[src/rtl/thermo_sense_frontend.sv]
// Thermostat sensor front end: hysteresis compare, debounce and stale-sample fault detection.
// Define THERMO_AVG_EN to compare a 4-sample running average instead of the raw sample.
module thermo_sense_frontend #(
    parameter int unsigned TEMP_W   = 8,
    parameter int unsigned DEBOUNCE = 3,
    parameter int unsigned TIMEOUT  = 1000
) (
    input  logic              clk,
    input  logic              rst,
    input  logic              temp_valid,
    input  logic [TEMP_W-1:0] temp_data,
    input  logic [TEMP_W-1:0] setpoint,
    input  logic [TEMP_W-1:0] hyst,
    output logic              too_cold,
    output logic              too_hot,
    output logic              sensor_fault,
    output logic [1:0]        state
);

    localparam int unsigned EXT_W = TEMP_W + 1;
    localparam int unsigned DB_W  = $clog2(DEBOUNCE + 1);
    localparam int unsigned TO_W  = $clog2(TIMEOUT + 1);

    typedef enum logic [1:0] {
        ST_NORMAL = 2'd0,
        ST_COLD   = 2'd1,
        ST_HOT    = 2'd2,
        ST_FAULT  = 2'd3
    } state_t;

    state_t            state_q;
    state_t            db_tgt_q;
    state_t            qual_tgt_c;
    logic [DB_W-1:0]   db_cnt_q;
    logic [DB_W-1:0]   db_cnt_nxt_c;
    logic [TO_W-1:0]   to_cnt_q;
    logic [TEMP_W-1:0] cmp_temp_c;
    logic              cmp_ok_c;
    logic [EXT_W-1:0]  sp_ext_c;
    logic [EXT_W-1:0]  hy_ext_c;
    logic [EXT_W-1:0]  t_ext_c;
    logic [EXT_W-1:0]  lo_thr_c;
    logic [EXT_W-1:0]  hi_thr_c;
    logic              cold_q_c;
    logic              hot_q_c;
    logic              qual_c;
    logic              timeout_c;

    assign timeout_c = !temp_valid && (state_q != ST_FAULT)
                       && (to_cnt_q == TO_W'(TIMEOUT - 1));

`ifdef THERMO_AVG_EN
    localparam int unsigned SUM_W = TEMP_W + 2;

    logic [2:0][TEMP_W-1:0] hist_q;
    logic [1:0]             hist_cnt_q;
    logic [SUM_W-1:0]       avg_sum_c;

    assign avg_sum_c  = SUM_W'(temp_data) + SUM_W'(hist_q[0])
                      + SUM_W'(hist_q[1]) + SUM_W'(hist_q[2]);
    assign cmp_temp_c = avg_sum_c[SUM_W-1:2];
    assign cmp_ok_c   = (hist_cnt_q == 2'd3);

    // History of accepted samples; wiped on reset and when the sensor is declared dead
    always_ff @(posedge clk) begin
        if (rst || timeout_c) begin
            hist_q     <= '0;
            hist_cnt_q <= 2'd0;
        end else if (temp_valid) begin
            hist_q[2] <= hist_q[1];
            hist_q[1] <= hist_q[0];
            hist_q[0] <= temp_data;
            if (hist_cnt_q != 2'd3) begin
                hist_cnt_q <= hist_cnt_q + 2'd1;
            end
        end
    end
`else
    assign cmp_temp_c = temp_data;
    assign cmp_ok_c   = 1'b1;
`endif

    // Thresholds in one extra bit so setpoint+hyst keeps its carry
    assign sp_ext_c = EXT_W'(setpoint);
    assign hy_ext_c = EXT_W'(hyst);
    assign t_ext_c  = EXT_W'(cmp_temp_c);
    assign lo_thr_c = sp_ext_c - hy_ext_c;
    assign hi_thr_c = sp_ext_c + hy_ext_c;
    assign cold_q_c = (hyst <= setpoint) && (t_ext_c < lo_thr_c);
    assign hot_q_c  = (t_ext_c > hi_thr_c);

    always_comb begin
        qual_c     = 1'b0;
        qual_tgt_c = ST_NORMAL;
        case (state_q)
            ST_NORMAL: begin
                if (cold_q_c) begin
                    qual_c     = 1'b1;
                    qual_tgt_c = ST_COLD;
                end else if (hot_q_c) begin
                    qual_c     = 1'b1;
                    qual_tgt_c = ST_HOT;
                end
            end
            ST_COLD:  qual_c = (cmp_temp_c >= setpoint);
            ST_HOT:   qual_c = (cmp_temp_c <= setpoint);
            default:  qual_c = 1'b0;
        endcase
        if (!cmp_ok_c) begin
            qual_c = 1'b0;
        end
    end

    // A run continues only while the target is unchanged; otherwise it restarts at one
    assign db_cnt_nxt_c = ((db_cnt_q != '0) && (db_tgt_q == qual_tgt_c))
                          ? db_cnt_q + DB_W'(1) : DB_W'(1);

    always_ff @(posedge clk) begin
        if (rst) begin
            state_q      <= ST_NORMAL;
            db_tgt_q     <= ST_NORMAL;
            db_cnt_q     <= '0;
            to_cnt_q     <= '0;
            too_cold     <= 1'b0;
            too_hot      <= 1'b0;
            sensor_fault <= 1'b0;
        end else if (!temp_valid) begin
            if (timeout_c) begin
                state_q      <= ST_FAULT;
                db_cnt_q     <= '0;
                to_cnt_q     <= '0;
                too_cold     <= 1'b0;
                too_hot      <= 1'b0;
                sensor_fault <= 1'b1;
            end else if (state_q != ST_FAULT) begin
                to_cnt_q <= to_cnt_q + TO_W'(1);
            end
        end else begin
            to_cnt_q <= '0;
            if (state_q == ST_FAULT) begin
                // Recovery sample only revives the sensor; it does not count toward a change
                state_q      <= ST_NORMAL;
                db_cnt_q     <= '0;
                sensor_fault <= 1'b0;
            end else if (qual_c) begin
                if (db_cnt_nxt_c == DB_W'(DEBOUNCE)) begin
                    state_q  <= qual_tgt_c;
                    db_cnt_q <= '0;
                    too_cold <= (qual_tgt_c == ST_COLD);
                    too_hot  <= (qual_tgt_c == ST_HOT);
                end else begin
                    db_cnt_q <= db_cnt_nxt_c;
                    db_tgt_q <= qual_tgt_c;
                end
            end else begin
                db_cnt_q <= '0;
            end
        end
    end

    assign state = state_q;

endmodule

[config.mk]
export PLATFORM = sky130hd
export DESIGN_NAME = thermo_sense_frontend
export DESIGN_NICKNAME = d
export VERILOG_FILES = /design/src/rtl/thermo_sense_frontend.sv
export SDC_FILE = /design/constraint.sdc
export NUM_CORES = 1
export LEC_CHECK = 0
export CORE_MARGIN = 1
export CORE_UTILIZATION = 55
export CTS_BUF_LIST = sky130_fd_sc_hd__clkbuf_4
export DETAILED_ROUTE_END_ITERATION = 7
export DONT_BUFFER_PORTS = 1
export PLACE_DENSITY = 0.7
export SLEW_MARGIN = 10
export SYNTH_ARGS = -nofsm -noshare
export SYNTH_HDL_FRONTEND = slang
export SYNTH_SLANG_ARGS = --single-unit
[constraint.sdc]
create_clock -name clk -period 6.1 [get_ports clk]
set_input_delay 1.22 -clock clk [delete_from_list [all_inputs] [get_ports clk]]
set_output_delay 1.22 -clock clk [all_outputs]
set_load 0.03 [all_outputs]
== Word level (Yosys, flattened, before mapping) ==
Cells that the tools add are included.

* Flip-flop bits (word level): 19
* Input port bits: 27
* Output and inout port bits: 5
* Logic and storage cells: 75

* Add/subtract/negate cells: 4
* Order comparisons: 5
* Equal/unequal tests: 15
* Mux-type cells: 29
* Bitwise operators: 2
* Reductions and logical operators: 13

{| class="wikitable"
|+ Operators with widths
! kind !! count
|-
| 2-bit two-way mux || 14
|-
| 8-bit <= comparator || 2
|-
| 1-bit two-way mux || 14
|-
| 10-bit by 1-bit adder with 10-bit output (second input constant) || 1
|-
| 10-bit == test (second input constant) || 1
|-
| 8-bit by 8-bit adder with 9-bit output || 1
|-
| 8-bit by 9-bit > comparator with 1-bit output || 1
|-
| 8-bit by 9-bit < comparator with 1-bit output || 1
|-
| 8-bit by 8-bit subtractor with 9-bit output || 1
|-
| 2-bit == test (second input constant) || 4
|-
| 8-bit >= comparator || 1
|-
| 4-bit AND reduction || 2
|-
| 2-bit by 1-bit inequality test with 1-bit output (second input constant) || 3
|-
| 3-bit by 1-bit inequality test with 1-bit output (second input constant) || 2
|-
| 2-bit by 1-bit == test with 1-bit output (second input constant) || 2
|-
| 1-bit logical AND || 4
|-
| 2-bit inequality test (second input constant) || 2
|-
| 2-bit nonzero test || 2
|-
| 1-bit case mux with 3 select lines || 1
|-
| 3-bit AND reduction || 1
|-
| 3-bit OR reduction || 1
|-
| 2-bit by 1-bit adder with 2-bit output (second input constant) || 1
|-
| 2-bit == test || 1
|-
| 2-bit zero test || 1
|-
| 3 further kinds || 4
|}

== Logic depth before layout (Yosys ltp) ==
Gate-level depths: netlist of the first run.

* Depth after elaboration: 13
* Depth in mapped cells: 19
* Depth with buffers taken out: 19

== Least setup slack after synthesis of the first run ==
Ideal clock, no wire load.

* Path type: input -> register
* From: input port setpoint[0]
* To: register too_cold
* Library setup time: 121 ps
* Arrival: 4,594 ps
* Data required time: 5,979 ps
* Slack: 1,385 ps
* Stages on the path: 16
* Path buffers: 0
* Cells stage by stage: inv_1 > ha_1 > fa_1 > nor2b_4 > o31a_4 > o21ai_0 > nor2b_1 > xnor2_1 > ha_1 > a21o_1 > a2111oi_0 > o32a_2 > nor3_2 > o31a_1 > or3_4 > mux2_4

* Longest elaborated chain between the ends: 11
* Elaborated cells between the ends (all ways): 26
* Classes of those cells: add/sub (2); order compare (5); eq/ne (5); mux (11); reduce/logical (3)

{| class="wikitable"
|+ Ends and longest elaborated chain
! element !! line !! source
|-
| start, declared || 12 || <nowiki>input logic [TEMP_W-1:0] setpoint,</nowiki>
|-
| 8-bit by 8-bit adder with 9-bit output or 8-bit by 8-bit subtractor with 9-bit output (tied branches) || 88, 87 ||
|-
| 8-bit by 9-bit > comparator with 1-bit output or 8-bit by 9-bit < comparator with 1-bit output (tied branches) || 90, 89 ||
|-
| 2-bit two-way mux or 1-bit logical AND (tied branches) || 100, 89 ||
|-
| 2-bit two-way mux || 97 || <nowiki>if (cold_q_c) begin</nowiki>
|-
| 2-bit two-way mux || 95 || <nowiki>case (state_q)</nowiki>
|-
| 2-bit == test || 115 || <nowiki>assign db_cnt_nxt_c = ((db_cnt_q != '0) && (db_tgt_q == qual_tgt_c))</nowiki>
|-
| 1-bit logical AND || 115 ||
|-
| 2-bit two-way mux || 116 || <nowiki>? db_cnt_q + DB_W'(1) : DB_W'(1);</nowiki>
|-
| 2-bit == test || 146 || <nowiki>if (db_cnt_nxt_c == DB_W'(DEBOUNCE)) begin</nowiki>
|-
| 2-bit by 1-bit inequality test with 1-bit output (no source line) || -- ||
|-
| 4-bit AND reduction (no source line) || -- ||
|-
| end signal, assigned || 149 || <nowiki>too_cold <= (qual_tgt_c == ST_COLD);</nowiki>
|-
| end, declared || 14 || <nowiki>output logic too_cold,</nowiki>
|}

Parallel ways exist; a longest one is shown, timed or not. The select of a mux whose other input is x is not followed.
A chain may end at the register's enable or synchronous reset.

== Worst setup path after layout of the first run ==
* From: input port hyst[4]
* To: register too_cold

* Longest elaborated chain between the ends: 11
* Elaborated cells between the ends (all ways): 24
* Classes of those cells: add/sub (2); order compare (3); eq/ne (5); mux (11); reduce/logical (3)

{| class="wikitable"
|+ Ends and longest elaborated chain
! element !! line !! source
|-
| start, declared || 13 || <nowiki>input logic [TEMP_W-1:0] hyst,</nowiki>
|-
| 8-bit by 8-bit adder with 9-bit output or 8-bit by 8-bit subtractor with 9-bit output (tied branches) || 88, 87 ||
|-
| 8-bit by 9-bit > comparator with 1-bit output or 8-bit by 9-bit < comparator with 1-bit output (tied branches) || 90, 89 ||
|-
| 2-bit two-way mux or 1-bit logical AND (tied branches) || 100, 89 ||
|-
| 2-bit two-way mux || 97 ||
|-
| 2-bit two-way mux || 95 ||
|-
| 2-bit == test || 115 ||
|-
| 1-bit logical AND || 115 ||
|-
| 2-bit two-way mux || 116 ||
|-
| 2-bit == test || 146 ||
|-
| 2-bit by 1-bit inequality test with 1-bit output (no source line) || -- ||
|-
| 4-bit AND reduction (no source line) || -- ||
|}

Parallel ways exist; a longest one is shown, timed or not. The select of a mux whose other input is x is not followed.

==> results of run 1 <==
## final timing paths
| kind | start | to | cells past startpoint |
|---|---|---|---|
| max | hyst[4] | too_cold | 17 |
| min | db_cnt_q[1] | db_cnt_q[1] | 2 |
| max reg2reg | state[1] | too_cold | 8 |
| min reg2reg | db_cnt_q[1] | db_cnt_q[1] | 2 |
## layer usage
layer  part of all wire, %  vias to the layer above
met5                     0                        -
met4                  0.17                        0
met3                   5.7                        2
met2                    43                       56
met1                    52                      825
li1                      -                      952
## cell families (layout without fill, tap and decap cells)
kind of cell | after synthesis | count (layout) | share of synthesized area (%)
and+or+nand+nor | 90 | 90 | 21.8
DFF | 19 | 19 | 17.3
AOI/OAI and AO/OA | 58 | 58 | 18.4
buffers and inverters | 34 | 29 | 6.99
muxes | 5 | 5 | 2.56
xor gates and xnor gates | 20 | 20 | 7.95
adders and majority gates | 43 | 43 | 25.1
## worst max-delay path, cell delays in order
cell	delay, ps
inv_1	20
ha_1	390
and3_1	230
o21ai_0	130
nand2_1	150
a21o_1	200
a21oi_1	170
xor2_1	170
ha_1	260
nand3_1	120
nor2_1	50
a2111oi_0	380
o32a_2	280
nor3_2	50
o31a_1	370
or3_4	440
mux2_4	310
## power by group through the flow
| stage | Combinational [mW] | Sequential [mW] | Clock (mW) |
|---|---|---|---|
| 6_report | 0.173 | 0.131 | 0.0667 |
| 3_5_place_dp | 0.172 | 0.134 | 0 |
| 3_3_place_gp | 0.170 | 0.134 | 0 |
| 5_1_grt | 0.199 | 0.132 | 0.0755 |
| 4_1_cts | 0.173 | 0.131 | 0.0708 |
| 2_1_floorplan | 0.143 | 0.133 | 0 |
## cells in the mapped netlist (3+ instances only)
| library cell | instances |
|---|---|
| inv_1 | 25 |
| nor2_1 | 29 |
| xor2_1 | 8 |
| o21ai_1 | 3 |
| nand2_1 | 10 |
| dfxtp_1 | 19 |
| xnor2_1 | 12 |
| nor2b_1 | 4 |
| a21o_1 | 7 |
| mux2i_1 | 3 |
| o21ai_0 | 8 |
| a221oi_1 | 4 |
| nor3_1 | 10 |
| nand2b_1 | 7 |
| o211ai_1 | 4 |
| ha_1 | 41 |
| o21bai_1 | 3 |
| nand4_1 | 8 |
| a21oi_1 | 12 |
| nand3_1 | 9 |
## sequential cells by signal, indices dropped and copies added (netlist names)
signal / flops
sensor_fault: 1
too_cold: 1
state: 2
db_tgt_q: 2
db_cnt_q: 2
to_cnt_q: 10
too_hot: 1
## metrics by stage
step	hold WS, ps	std cells	util (%)
6_report	512	312	59.6
5_1_grt	531	312	59.6
4_1_cts	518	312	59.6
3_5_place_dp	503	308	58.8
3_3_place_gp	478	308	58.8
2_1_floorplan	459	269	-
## final cells by class
cell class                 instances  share of cell area, %
clock buffer                       4                   1.35
sequential                        19                   17.0
tap                               48                   2.69
multi-input combinational        216                   74.7
inverter                          25                   4.20
==> reports/qor.csv, run 1 <==
stage,metric,value,unit
cells_and_area,flip-flop and latch area,380,um^2
sta,crit share post-route,78.0,%
sta,"Hold Vio Cnt, Final",0,
cells_and_area,share of cells above drive strength 1,5.68,%
die,effective utilization at floorplan,58.8,%
global_routing,initial antenna violation count,0,
yosys,yosys warns,0,
sta,Relative slew margins,52.5,%
placed_design,worst slack at placement,1050,ps
global_routing,GRT Overall Usage,24.5,%
power_and_ir_drop,Internal,0.237,mW
clock_network,CTS tree,yes,
yosys,share of the synthesized area in the top cell type,23.3,%
power_and_ir_drop,Tot Pwr,0.371,mW
clock_network,"Reg clk slew, reported paths",90,ps
clock_network,later-pin clock latency in the skew report,300,ps
sta,Max Clock Freq,210,MHz
critical_path,Worst Path Arrival,4940,ps
yosys,ys async rst share,0,%
power_and_ir_drop,Switch Pwr,0.134,mW
status,status,"complete, no violations",
sta,worst slew pin tran,707,ps
clock_network,clock sink count,19,
critical_path,Reg2Reg Setup Slack,3370,ps
clock_network,CTS Buf Count,3,
yosys,"Seq/Total Area, Yosys",17.3,%
die,Die Width,65.3,um
yosys,Mapped Cells,269,
global_routing,Global Route met1 Usage,34.6,%
sta,Tmin final,4760,ps
power_and_ir_drop,worst vdd ir,135,uV
power_and_ir_drop,Sw Share,36.2,%
cells_and_area,Area Overhead vs Synth,1.36,%
route,DRT Pass-1 Iters,4,
clock_network,# Post-CTS Setup Buffers,0,
yosys,post-synth cell types,53,
cells_and_area,"commonest non-fill, non-tap cells in the layout","ha_1, nor2_1, inv_1",
clock_network,Root Driver,clkbuf_4,
yosys,Synth area leaders,"ha_1, dfxtp_1, nor2_1, xnor2_1, inv_1",
placed_design,placed inst area,2200,um^2
critical_path,Critical Path Sink Type,flop,
critical_path,startpoint types,primary input,
yosys,#FFs+latches synth,19,
critical_path,critical path class,in2reg,
yosys,Main synth FF type,dfxtp_1,
global_routing,gr ovfl total,0,
sta,clk_skew,9.37,ps
sta,Setup-failing EPs final,0,
yosys,syn nets,339,
power_and_ir_drop,Flop pwr share,35.4,%
clock_network,post_cts resized,0,
yosys,number of enable flip-flop cells after synthesis,0,
die,DIE HEIGHT,65.3,um
cells_and_area,"Net count, final",335,
sta,Pins Over Slew Limit,0,
placed_design,global placer's final weighted congestion,0.844,
global_routing,M3 GR Usage,4.86,%
cells_and_area,diode count,0,
placed_design,Final HPWL DP,3900,um
power_and_ir_drop,Clk network pwr share,18.0,%
clock_network,H-tree levels,1,
global_routing,met2 Usage GRT,40.2,%
die,die area,4260,um^2
global_routing,first-pass GRT wire length,8220,um
route,Vias/cell,5.88,
cells_and_area,Finished Cell Area,2230,um^2
clock_network,maximum clock path buffer count,2,
die,core area,3740,um^2
die,Ports,32,
run,Max-cap violations,0,
global_routing,busiest grt layer,met2,
yosys,"Avg Cell Area, Syn",8.19,um^2
critical_path,CP max FO,7,
worst_hold_path,Hold Crit Class,reg2reg,
sta,RSZ-0062 raised after global routing,no,
yosys,post-synth top area cell,ha_1,
global_routing,vias in the first global route,1801,
sta,Fin Setup TNS,0,ps
sta,Final WS setup,1340,ps
route,drt first-iter violations,127,
placed_design,port bufs,0,
power_and_ir_drop,leakage power,0.991,nW
route,Routed wire per std cell,15.1,um
die,num rows,22,
route,via count,1835,
cells_and_area,"most common cell after layout, fill and taps aside",ha_1,
critical_path,Worst EP required,6290,ps
power_and_ir_drop,P per Cell Area,166,nW/um^2
cells_and_area,Fillers,380,
global_routing,largest net degree at the start of global routing,13,
clock_network,hold_buf cts,0,
cells_and_area,multi-input logic area,1670,um^2
yosys,Syn Std Cell Area,2200,um^2
power_and_ir_drop,combinational power share,46.7,%
route,final WL,4700,um
route,drc violations,0,
route,"antenna viol nets, final",0,
Power figures use the tool's default switching activity.
==> inputs of run 2 (changes only) <==
PLACE_DENSITY = 0.73   (was 0.7)
clock period = 3.9 ns   (was 6.1 ns; I/O delays follow)
==> reports/qor.csv, run 2 (synthesized netlist as in run 1, its figures left out) <==
stage,metric,value,unit
sta,Setup-failing EPs final,7,
global_routing,vias in the first global route,1982,
critical_path,Worst EP required,4100,ps
route,DR top layer,met4,
route,Vias/cell,5.72,
critical_path,Worst Path Arrival,4230,ps
die,Die Width,65.3,um
global_routing,GRT Overall Usage,26.2,%
clock_network,CTS Buf Count,3,
route,"antenna viol nets, final",0,
die,effective utilization at floorplan,58.8,%
clock_network,hold_buf cts,0,
power_and_ir_drop,Switch Pwr,0.268,mW
route,DRT Pass-1 Iters,4,
clock_network,"Reg clk slew, reported paths",110,ps
route,M1 WL,2720,um
critical_path,critical path class,in2reg,
placed_design,placed inst area,2520,um^2
die,num rows,22,
critical_path,startpoint types,primary input,
clock_network,H-tree levels,1,
power_and_ir_drop,Flop pwr share,28.6,%
route,drc violations,0,
route,final WL,5560,um
power_and_ir_drop,worst vdd ir,188,uV
sta,Final WS setup,-125,ps
route,met2 WL,2620,um
critical_path,Critical Path Sink Type,flop,
route,routed wl met3,176,um
power_and_ir_drop,leakage power,1.20,nW
clock_network,maximum clock path buffer count,2,
cells_and_area,max reg flops,10,
sta,worst slew pin tran,645,ps
route,Routed wire per std cell,15.9,um
power_and_ir_drop,Tot Pwr,0.723,mW
sta,RSZ-0062 raised after global routing,yes,
status,status,"finished, violations left",
sta,"Hold Vio Cnt, Final",0,
cells_and_area,Fillers,285,
global_routing,initial antenna violation count,0,
sta,crit share post-route,103,%
placed_design,global placer's final weighted congestion,0.881,
die,die area,4260,um^2
die,core area,3740,um^2
sta,Pins Over Slew Limit,0,
clock_network,clock sink count,19,
status,violated checks,setup timing,
cells_and_area,multi-input logic area,1880,um^2
clock_network,CTS tree,yes,
power_and_ir_drop,Clk network pwr share,14.3,%
cells_and_area,Largest Register,to_cnt_q,
power_and_ir_drop,combinational power share,57.1,%
placed_design,port bufs,0,
run,Max-cap violations,0,
global_routing,largest net degree at the start of global routing,13,
critical_path,CP max FO,4,
sta,Relative slew margins,56.7,%
cells_and_area,"commonest non-fill, non-tap cells in the layout","ha_1, buf_4, nor2_1",
die,DIE HEIGHT,65.3,um
cells_and_area,flip-flop and latch area,380,um^2
sta,Hold Slack,501,ps
route,drt first-iter violations,115,
cells_and_area,"Net count, final",373,
sta,Max Clock Freq,248,MHz
cells_and_area,Area Overhead vs Synth,25.1,%
sta,Tmin final,4020,ps
global_routing,gr ovfl total,0,
worst_hold_path,Hold Crit Class,reg2reg,
placed_design,Final HPWL DP,4230,um
cells_and_area,Finished Cell Area,2760,um^2
power_and_ir_drop,Sw Share,37.1,%
cells_and_area,share of cells above drive strength 1,29.5,%
clock_network,Root Driver,clkbuf_4,
sta,clk_skew,5.78,ps
route,via count,2001,
global_routing,first-pass GRT wire length,8720,um
die,Ports,32,
clock_network,later-pin clock latency in the skew report,310,ps
power_and_ir_drop,Internal,0.455,mW
power_and_ir_drop,P per Cell Area,263,nW/um^2
cells_and_area,diode count,0,
[run 2: cell types whose count changed in the layout (fill, tap and decap cells not counted), moves of 3 or more]
cell     change
ha_1         -6
o21ai_0      -3
buf_4       +35
buf_6        +3
ha_4         +6
inv_1        -5
a21oi_1      -5
a21oi_2      +5
[run 2: final timing paths]
path	start	end	slack [ps]	cells after the start
worst max register to register	state[0]	too_cold	1350	9
worst max-delay path	setpoint[1]	too_cold	-120	19
worst min-delay path	db_cnt_q[1]	db_cnt_q[1]	500	2
worst min register to register	db_cnt_q[1]	db_cnt_q[1]	500	2
[run 2: final cells by class]
| cell class | instances | share of cell area (%) |
|---|---|---|
| timing repair buffer | 38 | 10.8 |
| clock buffer | 3 | 0.817 |
| sequential | 19 | 13.8 |
| tap | 48 | 2.18 |
| multi-input combinational | 216 | 68.3 |
| inverter | 25 | 3.91 |
| clock inverter | 1 | 0.182 |
[run 2: per-stage QoR]
| step | setup WS (ps) | util (%) | setup TNS [ps] | cells |
|---|---|---|---|---|
| global route | -301 | 73.6 | -1950 | 350 |
| global placement | -346 | 67.4 | -2330 | 339 |
| floorplan | -237 | - | -806 | 269 |
| finish | -125 | 73.6 | -441 | 350 |
| detailed placement | -423 | 67.4 | -2910 | 339 |
| CTS | -46.1 | 68.4 | -106 | 343 |
[run 2: critical path, stage by stage]
cell        delay, ps
clkinvlp_4        110
fa_2              420
o21bai_1          250
a21oi_2           110
nor2_2            160
nor2_1             50
nor2_1             90
nor2_1             50
xnor2_1           130
ha_1              340
a22oi_1           180
o211ai_1          110
a31oi_1           230
a211oi_2           80
buf_4             160
nor4_4            150
nor3b_2           100
or3_4             420
mux2_4            310
[run 2: what timing repair did]
item                                    CTS  global route
gates resized for setup                   2            29
endpoints found under the setup margin    6             8
buffers inserted                          0             7
endpoints found under the hold margin     0             0
pin swaps                                 4            24
[run 2: metal layers]
metal | track usage (%) | vias to the layer above
met3 | 4.51 | 7
met5 | 0 | -
met2 | 42.0 | 38
li1 | - | 1024
met4 | 5.16 | 0
met1 | 36.6 | 932
[run 2: power groups by stage]
stage	Combinational [mW]	Sequential [mW]	Clock, mW
2_1_floorplan	0.244	0.208	0
3_3_place_gp	0.340	0.210	0
3_5_place_dp	0.345	0.210	0
4_1_cts	0.355	0.207	0.107
5_1_grt	0.455	0.208	0.113
6_report	0.413	0.207	0.103
